`src/rtl/alu_writeback_stage_if.sv`:
```
`default_nettype none
// ============================================================================
// Module      : alu_writeback_stage_if
// Description : Bundle of signals between the ALU execute block, the
//               writeback stage and the register-file write port.
//               master : upstream/consumer side (drives ALU results and tags,
//                        out_ready, exc_clr).
//               slave  : the writeback stage itself.
//               Ports carried:
//                 in_valid/in_ready, cls, result, result2, of, uof, equal,
//                 trap_en, wr_reg, exc_clr                 (into the stage)
//                 out_valid/out_ready, out_data, out_reg,
//                 out_wen, out_uof, hi, lo, last_equal, exc_ovf (out of it)
// Revision    : 1.0 - initial release
// ============================================================================
interface alu_writeback_stage_if #(
  parameter int DATA_W = 32,
  parameter int REG_W  = 5
);
  logic              in_valid;
  logic              in_ready;
  logic [1:0]        cls;
  logic [DATA_W-1:0] result;
  logic [DATA_W-1:0] result2;
  logic              of;
  logic              uof;
  logic              equal;
  logic              trap_en;
  logic [REG_W-1:0]  wr_reg;
  logic              out_valid;
  logic              out_ready;
  logic [DATA_W-1:0] out_data;
  logic [REG_W-1:0]  out_reg;
  logic              out_wen;
  logic              out_uof;
  logic [DATA_W-1:0] hi;
  logic [DATA_W-1:0] lo;
  logic              last_equal;
  logic              exc_ovf;
  logic              exc_clr;

  modport master (
    output in_valid, cls, result, result2, of, uof, equal, trap_en, wr_reg,
    output out_ready, exc_clr,
    input  in_ready, out_valid, out_data, out_reg, out_wen, out_uof,
    input  hi, lo, last_equal, exc_ovf
  );

  modport slave (
    input  in_valid, cls, result, result2, of, uof, equal, trap_en, wr_reg,
    input  out_ready, exc_clr,
    output in_ready, out_valid, out_data, out_reg, out_wen, out_uof,
    output hi, lo, last_equal, exc_ovf
  );
endinterface
`default_nettype wire

```
`src/rtl/alu_writeback_stage.sv`:
```
`default_nettype none
// ============================================================================
// Module      : alu_writeback_stage
// Description : Writeback stage behind the RISC ALU. Holds the HI/LO
//               registers, raises the sticky signed-overflow trap for
//               add/sub, and buffers GPR writes in an in-order circular
//               queue with a valid/ready handshake to the register file.
// Ports       : clock  - rising-edge clock
//               reset  - asynchronous active-high reset
//               bus    - alu_writeback_stage_if.slave (inputs from the ALU,
//                        queue head toward the register file, HI/LO,
//                        last_equal, exc_ovf / exc_clr)
// Revision    : 1.0 - initial release
// ============================================================================
module alu_writeback_stage #(
  parameter int DATA_W = 32,
  parameter int REG_W  = 5,
  parameter int DEPTH  = 2
) (
  input  wire logic              clock,
  input  wire logic              reset,
  alu_writeback_stage_if.slave   bus
);

  localparam int PTR_W = $clog2(DEPTH);
  localparam int CNT_W = $clog2(DEPTH + 1);

  localparam logic [1:0] c_cls_alu  = 2'd0;
  localparam logic [1:0] c_cls_hilo = 2'd1;
  localparam logic [1:0] c_cls_mfhi = 2'd2;

  typedef struct packed {
    logic [DATA_W-1:0] data;
    logic [REG_W-1:0]  rd;
    logic              wen;
    logic              uof;
  } entry_t;

  entry_t            r_mem [DEPTH];
  logic [PTR_W-1:0]  r_wptr;
  logic [PTR_W-1:0]  r_rptr;
  logic [CNT_W-1:0]  r_count;
  logic [DATA_W-1:0] r_hi;
  logic [DATA_W-1:0] r_lo;
  logic              r_last_equal;
  logic              r_exc_ovf;

  logic              w_in_ready;
  logic              w_accept;
  logic              w_push;
  logic              w_pop;
  logic              w_trap;
  logic              w_rd_nz;
  entry_t            w_entry;

  // No bypass: a full queue refuses input even if the head pops this cycle.
  assign w_in_ready = (r_count < CNT_W'(DEPTH));
  assign w_accept   = bus.in_valid && w_in_ready;
  assign w_push     = w_accept && (bus.cls != c_cls_hilo);
  assign w_pop      = (r_count != '0) && bus.out_ready;
  assign w_trap     = w_accept && (bus.cls == c_cls_alu) && bus.trap_en && bus.of;
  assign w_rd_nz    = (bus.wr_reg != '0);

  // MFHI/MFLO read HI/LO as they were before this edge.
  always_comb begin
    w_entry      = '0;
    w_entry.rd   = bus.wr_reg;
    w_entry.wen  = w_rd_nz;
    if (bus.cls == c_cls_alu) begin
      w_entry.data = bus.result;
      w_entry.wen  = w_rd_nz && !(bus.trap_en && bus.of);
      w_entry.uof  = bus.uof;
    end else if (bus.cls == c_cls_mfhi) begin
      w_entry.data = r_hi;
    end else begin
      w_entry.data = r_lo;
    end
  end

  always_ff @(posedge clock or posedge reset) begin
    if (reset) begin
      r_wptr       <= '0;
      r_rptr       <= '0;
      r_count      <= '0;
      r_hi         <= '0;
      r_lo         <= '0;
      r_last_equal <= 1'b0;
      r_exc_ovf    <= 1'b0;
    end else begin
      if (w_push) begin
        r_wptr <= r_wptr + PTR_W'(1);
      end
      if (w_pop) begin
        r_rptr <= r_rptr + PTR_W'(1);
      end
      if (w_push && !w_pop) begin
        r_count <= r_count + CNT_W'(1);
      end else if (!w_push && w_pop) begin
        r_count <= r_count - CNT_W'(1);
      end
      if (w_accept) begin
        r_last_equal <= bus.equal;
        if (bus.cls == c_cls_hilo) begin
          r_hi <= bus.result2;
          r_lo <= bus.result;
        end
      end
      // A trap in the same edge as a clear keeps the flag set.
      if (w_trap) begin
        r_exc_ovf <= 1'b1;
      end else if (bus.exc_clr) begin
        r_exc_ovf <= 1'b0;
      end
    end
  end

  // Queue storage needs no reset: out_valid gates every read of it.
  always_ff @(posedge clock) begin
    if (w_push) begin
      r_mem[r_wptr] <= w_entry;
    end
  end

  assign bus.in_ready   = w_in_ready;
  assign bus.out_valid  = (r_count != '0);
  assign bus.out_data   = r_mem[r_rptr].data;
  assign bus.out_reg    = r_mem[r_rptr].rd;
  assign bus.out_wen    = r_mem[r_rptr].wen;
  assign bus.out_uof    = r_mem[r_rptr].uof;
  assign bus.hi         = r_hi;
  assign bus.lo         = r_lo;
  assign bus.last_equal = r_last_equal;
  assign bus.exc_ovf    = r_exc_ovf;

endmodule
`default_nettype wire

```
`src/flat_wrapper.sv`:
```
// flat-port wrapper written by rule: the top's interface ports become plain ports
module alu_writeback_stage_flat 
#(
  parameter int DATA_W = 32,
  parameter int REG_W  = 5,
  parameter int DEPTH  = 2
)
  (clock, reset, bus_in_valid, bus_cls, bus_result, bus_result2, bus_of, bus_uof, bus_equal, bus_trap_en, bus_wr_reg, bus_out_ready, bus_exc_clr, bus_in_ready, bus_out_valid, bus_out_data, bus_out_reg, bus_out_wen, bus_out_uof, bus_hi, bus_lo, bus_last_equal, bus_exc_ovf);
  alu_writeback_stage_if #(.DATA_W(DATA_W), .REG_W(REG_W)) bus_i ();
  input  wire logic clock;
  input  wire logic reset;
  input wire logic [$bits(bus_i.in_valid)-1:0] bus_in_valid;
  input wire logic [$bits(bus_i.cls)-1:0] bus_cls;
  input wire logic [$bits(bus_i.result)-1:0] bus_result;
  input wire logic [$bits(bus_i.result2)-1:0] bus_result2;
  input wire logic [$bits(bus_i.of)-1:0] bus_of;
  input wire logic [$bits(bus_i.uof)-1:0] bus_uof;
  input wire logic [$bits(bus_i.equal)-1:0] bus_equal;
  input wire logic [$bits(bus_i.trap_en)-1:0] bus_trap_en;
  input wire logic [$bits(bus_i.wr_reg)-1:0] bus_wr_reg;
  input wire logic [$bits(bus_i.out_ready)-1:0] bus_out_ready;
  input wire logic [$bits(bus_i.exc_clr)-1:0] bus_exc_clr;
  output wire logic [$bits(bus_i.in_ready)-1:0] bus_in_ready;
  output wire logic [$bits(bus_i.out_valid)-1:0] bus_out_valid;
  output wire logic [$bits(bus_i.out_data)-1:0] bus_out_data;
  output wire logic [$bits(bus_i.out_reg)-1:0] bus_out_reg;
  output wire logic [$bits(bus_i.out_wen)-1:0] bus_out_wen;
  output wire logic [$bits(bus_i.out_uof)-1:0] bus_out_uof;
  output wire logic [$bits(bus_i.hi)-1:0] bus_hi;
  output wire logic [$bits(bus_i.lo)-1:0] bus_lo;
  output wire logic [$bits(bus_i.last_equal)-1:0] bus_last_equal;
  output wire logic [$bits(bus_i.exc_ovf)-1:0] bus_exc_ovf;
  assign bus_i.in_valid = bus_in_valid;
  assign bus_i.cls = bus_cls;
  assign bus_i.result = bus_result;
  assign bus_i.result2 = bus_result2;
  assign bus_i.of = bus_of;
  assign bus_i.uof = bus_uof;
  assign bus_i.equal = bus_equal;
  assign bus_i.trap_en = bus_trap_en;
  assign bus_i.wr_reg = bus_wr_reg;
  assign bus_i.out_ready = bus_out_ready;
  assign bus_i.exc_clr = bus_exc_clr;
  assign bus_in_ready = bus_i.in_ready;
  assign bus_out_valid = bus_i.out_valid;
  assign bus_out_data = bus_i.out_data;
  assign bus_out_reg = bus_i.out_reg;
  assign bus_out_wen = bus_i.out_wen;
  assign bus_out_uof = bus_i.out_uof;
  assign bus_hi = bus_i.hi;
  assign bus_lo = bus_i.lo;
  assign bus_last_equal = bus_i.last_equal;
  assign bus_exc_ovf = bus_i.exc_ovf;
  alu_writeback_stage #(.DATA_W(DATA_W), .REG_W(REG_W), .DEPTH(DEPTH)) u_core (.clock(clock), .reset(reset), .bus(bus_i));
endmodule
```
`config.mk`:
```
export PLATFORM = sky130hd
export DESIGN_NAME = alu_writeback_stage_flat
export DESIGN_NICKNAME = d
export VERILOG_FILES = /design/src/rtl/alu_writeback_stage_if.sv /design/src/rtl/alu_writeback_stage.sv /design/src/flat_wrapper.sv
export SDC_FILE = /design/constraint.sdc
export NUM_CORES = 1
export LEC_CHECK = 0
export CAP_MARGIN = 30
export CORE_MARGIN = 1
export CORE_UTILIZATION = 42
export CTS_CLUSTER_DIAMETER = 100
export DETAILED_ROUTE_END_ITERATION = 8
export GPL_ROUTABILITY_DRIVEN = 1
export PLACE_DENSITY = 0.84
export SLEW_MARGIN = 20
export SYNTH_ARGS = -nofsm -noshare
export SYNTH_HDL_FRONTEND = slang
export SYNTH_SLANG_ARGS = --single-unit
```
`constraint.sdc`:
```
create_clock -name clock -period 9.9 [get_ports clock]
set_clock_uncertainty 0.1 [all_clocks]
set_input_delay 0.99 -clock clock [delete_from_list [all_inputs] [get_ports clock]]
set_output_delay 0.99 -clock clock [all_outputs]
set_load 0.01 [all_outputs]
```
### Word level (Yosys, flattened, before mapping)

Memories as Yosys holds them, arrays and structs flattened.
Index checks and enable logic that the tools add are counted.

* add/sub/neg operators: 4
* order comparisons: 1
* equality and inequality tests: 3
* multiplexer cells: 9
* reduce and logical (&&, ||, !) cells: 19

Operators with widths (number)
* $mux 32: 2
* $logic_and 1x1->1: 10
* $mux 2: 3
* $reduce_bool 2->1: 3
* $reduce_bool 5->1: 1
* $mux 1: 4
* $logic_not 1->1: 3
* $add 1x1->1 const B: 2
* $add 2x1->2 const B: 1
* $eq 2x1->1 const B: 1
* $eq 2x2->1 const B: 1
* $logic_not 2->1: 1
* $lt 2x2->1 const B: 1
* $ne 2x1->1 const B: 1
* $reduce_and 2->1: 1
* $sub 2x1->2 const B: 1

* bits in registers: 70
* RAM bits: 78
* input port bits: 80
* output and inout bits: 107
* logic and storage cells: 44
* memories: 1

Memories
* u_core.r_mem: words 2, width 39, read ports 1, clocked after Yosys merged registers in 0, wr ports 1, RTL line alu_writeback_stage.sv:39 `entry_t r_mem [DEPTH];`

### Logic depth before layout (Yosys ltp)

* depth in word-level cells: 7
* mapped depth: 7
* depth with buffers taken out: 6

### Least setup slack after synthesis

OpenSTA, ideal clock, no wires.

* kind: input -> register
* start point: in bus_cls[1]
* end point: mem u_core.r_mem[0][0] in the netlist's numbering (enable)
* library setup time: 440 ps
* arrival: 3344 ps
* data required time: 9360 ps
* path slack: 6016 ps
* stages: 4
* buffers on the path: 1
* cells stage by stage: buf_2 nand2b_4 nor2b_1 nor2b_1

* cells in the longest elaborated chain, start to end: 4

RTL lines
* from (decl): RTL line flat_wrapper.sv:13 `input wire logic [$bits(bus_i.cls)-1:0] bus_cls;`
* $ne 2x1->1: RTL line alu_writeback_stage.sv:59 `assign w_push = w_accept && (bus.cls != c_cls_hilo);`
* $logic_and 1x1->1: RTL line alu_writeback_stage.sv:59
* net u_core.w_push: RTL line alu_writeback_stage.sv:50 `logic w_push;`
* $mux 1: RTL line alu_writeback_stage.sv:119 `if (w_push) begin`
* $mux 1 (implied by the code): RTL line alu_writeback_stage.sv:120 `r_mem[r_wptr] <= w_entry;`
* to (decl): RTL line alu_writeback_stage.sv:39

The timed path passes the listed nets, and every way through them passes these cells.

### Worst setup path in the final report

* start point: reg u_core.r_rptr
* end point: out bus_out_data[31]

* cells in the longest elaborated chain, start to end: 1

RTL lines
* from (decl): RTL line alu_writeback_stage.sv:41 `logic [PTR_W-1:0] r_rptr;`
* from (signal assigned): RTL line alu_writeback_stage.sv:94 `r_rptr <= r_rptr + PTR_W'(1);`
* $mem_v2 2x39
* to (decl): RTL line flat_wrapper.sv:25 `output wire logic [$bits(bus_i.out_data)-1:0] bus_out_data;`

Every way passes these cells.

==> qor.txt <==
Status -> completed
Peak VDD IR -> 0.1654 mV
Netlist cell types -> 25
Fin. max-slew vios -> 0
Global-route usage over all layers -> 18.61%
Req. time, crit path -> 8810 ps
Post-synthesis mux area share -> 24.24%
Critical Path Fanout Max -> 24
Layout net count -> 666
RSZ-0062 raised after global routing -> no
Post-route ant nets -> 0
Leak Pwr -> 3.441 nW
Area of the core -> 14,100 sq um
Critical path class -> reg2out
Residual DRC count -> 0
Top Usage Layer GRT -> met2
Mapped Area -> 6153 sq um
Setup TNS -> 0 ps
Met3 Use GR -> 6.965%
Num CTS Buffers -> 17
PortBufs -> 186
Via count -> 3,887
# setup viols final -> 0
Resized Gates After CTS -> 0
Cells after DPL -> 743
Routed WL -> 13,320 microns
Pre-antenna DRT Iters -> 4
Post-synthesis compound-gate area fraction -> 2.826%
Synthesis-stage register bit count -> 148
DR iter-0 viols -> 218
Simple-Gate Fraction of Synth Area -> 3.497%
Initial antenna violation count -> 0
Vias in the first global route -> 4,040
Standard-cell rows -> 43
Die Ht -> 123.0 microns
First-pass GRT wire length -> 20,920 microns
Ys Warns -> 0
Met2 GRT Util -> 31.18%
Vias per Instance -> 4.996
Root Buffer -> clkbuf_16
Top cells by area, synth -> edfxtp_1, dfrtp_1, mux2_1
# clock sinks -> 148
Final period util -> 32.83%
XOR/XNOR Fraction of Synth Area -> 0.7117%
Mapped Nets -> 474
Avg Cell Area, Syn -> 15.66 sq um
Worst skew pair latency -> 420 ps
Synth top area share -> 38.06%
ANT cells -> 0
Area leader, netlist -> edfxtp_1
Gate Count Post-Synth -> 393
Arrival time worst endpoint -> 2160 ps
Relative slew margins -> 56.45%
Largest family of logic cells by synthesized area -> multiplexers
Sequential-to-total area share from yosys stat -> 66.53%
Hold buffers post-CTS -> 0
RD Place Congestion -> 0.7046
Largest stage delay, worst path -> 640 ps
DP HPWL -> 8823 microns
GRT overflow -> 0
Grt met1 use -> 22.33%
Worst setup SP type -> flip-flop
Fill count -> 1,020
Largest net degree at the start of global routing -> 71
Setup bufs post-CTS -> 0
Die area -> 15,140 sq um
Synth Area in Adders -> 0.2033%
Max-Cap Viols -> 0
Fin. Hold Viols -> 0
CTS tree -> yes
CP Capture Type -> output pin
Ports -> 187
Area delta synth->final -> 43.90%
Tmin final -> 3250 ps
Maximum clock frequency -> 307.7 MHz
Clock-pin slew on the worst setup and hold paths -> 60 ps
CP Cell Sequence -> buf_16, mux2_2, clkdlybuf4s50_1
WL per Instance -> 17.12 microns
Slowest-stage cell, CP -> dfrtp_2
Worst min path class -> reg2reg
Tightest Pin Transition -> 651.8 ps
Die width -> 123.0 microns
Post-Layout Cell Count -> 778
Layout cell share with drive strength beyond 1 -> 13.71%
CTS H-tree depth -> 4
Max Buffers Root-to-Sink -> 2
Initial core utilization -> 43.65%
Pwr Density -> 291.6 nW/um^2
[kinds of logic (layout without fill, tap and decap cells)]
logic type      Yosys count  count (layout)
flops                   148             148
mux                     136             136
simple gates             45              45
fa+ha+maj                 1               1
compound gates           34              34
xor+xnor                  5               5
buf+inv                  24             229
[power by group]
group	switching, mW	internal (mW)
logic	0.376	0.566
registers	0.137	0.879
clock network	0.236	0.389
total	0.748	1.83
[flip-flops by register name, indices dropped and copies added (netlist names)]
name                   flops
u_core.r_mem              78
u_core.bus.hi             32
u_core.bus.lo             32
u_core.r_count             2
u_core.bus.exc_ovf         1
u_core.bus.last_equal      1
u_core.r_rptr              1
u_core.r_wptr              1
[final timing paths]
| path | start | slack [ps] | end | depth (start not counted) |
|---|---|---|---|---|
| setup / recovery | u_core.r_rptr | 6650 | bus_out_data[31] | 3 |
| hold / removal | u_core.bus.lo[19] | 410 | u_core.bus.lo[19] | 1 |
| setup reg to reg | u_core.r_count[1] | 7610 | u_core.r_mem[0][19] | 4 |
| hold reg to reg | u_core.bus.lo[19] | 410 | u_core.bus.lo[19] | 1 |
| max in group asynchronous | reset | 8300 | u_core.bus.lo[16] | 4 |
| min in group asynchronous | reset | 830 | u_core.bus.hi[23] | 3 |
[layer usage]
metal | up-vias | routed length (microns) | share of wire (%)
met5 | - | 0 | 0
met4 | 0 | 127 | 0.95
met3 | 14 | 877 | 6.6
met2 | 135 | 6694 | 50
met1 | 1913 | 5621 | 42
li1 | 1825 | - | -
[area by class of cell]
cell class / count / area [sq um] / area share, %
well taps: 180 / 225.2 / 2.543
inverters: 3 / 12.51 / 0.1413
multi-input cells: 221 / 1946 / 21.97
clock buffers: 18 / 429.2 / 4.847
repair buffers: 194 / 2004 / 22.64
flip-flops and latches: 148 / 4095 / 46.25
clock inverters: 14 / 142.6 / 1.611
[cells in the final DEF (no fill, tap or decap), types with 2 or more instances in the layout]
| master | n |
|---|---|
| nor2_1 | 2 |
| clkdlybuf4s50_1 | 184 |
| mux2_2 | 40 |
| mux2i_1 | 32 |
| clkinvlp_4 | 2 |
| inv_1 | 2 |
| clkbuf_16 | 17 |
| buf_2 | 2 |
| buf_16 | 4 |
| xnor2_1 | 3 |
| mux2_1 | 64 |
| clkinv_2 | 4 |
| edfxtp_1 | 78 |
| o21ai_0 | 32 |
| dfrtp_1 | 69 |
| xor2_1 | 2 |
| nand2_1 | 33 |
| bufinv_16 | 3 |
| clkinv_1 | 6 |
| buf_4 | 3 |
[cells in the mapped netlist]
cell / count
mux2_2: 40
clkbuf_1: 7
or4_1: 1
nor2b_1: 2
buf_2: 8
xnor2_1: 3
or2_2: 1
mux2_1: 64
inv_1: 3
and2_1: 2
edfxtp_1: 78
o22ai_1: 1
o21ai_0: 32
nand3_1: 1
dfrtp_1: 70
mux2i_1: 32
nor2_1: 2
nand2b_1: 1
ha_1: 1
xor2_1: 2
nor2_8: 1
nand2b_4: 1
o21a_1: 1
nand2_1: 33
buf_4: 6
[metrics by stage]
stage	area [sq um]	hold WS [ps]	setup WS (ps)	power [mW]	utilization, %
CTS	8772	410.4	6415	2.587	62.23
global placement	8153	390.7	6260	1.908	57.84
detailed placement	8200	397.7	6290	1.952	58.18
finish	8855	407.0	6650	2.582	62.82
global route	8855	427.0	6528	2.719	62.82
floorplan	6153	355.5	6016	1.409	-
[critical path, delay by kind of cell (launching register included)]
kind	cells	cell delay (ps)
buffers and inverters	2	720
DFF	1	640
muxes	1	360
(Power assumes the default switching activity.)
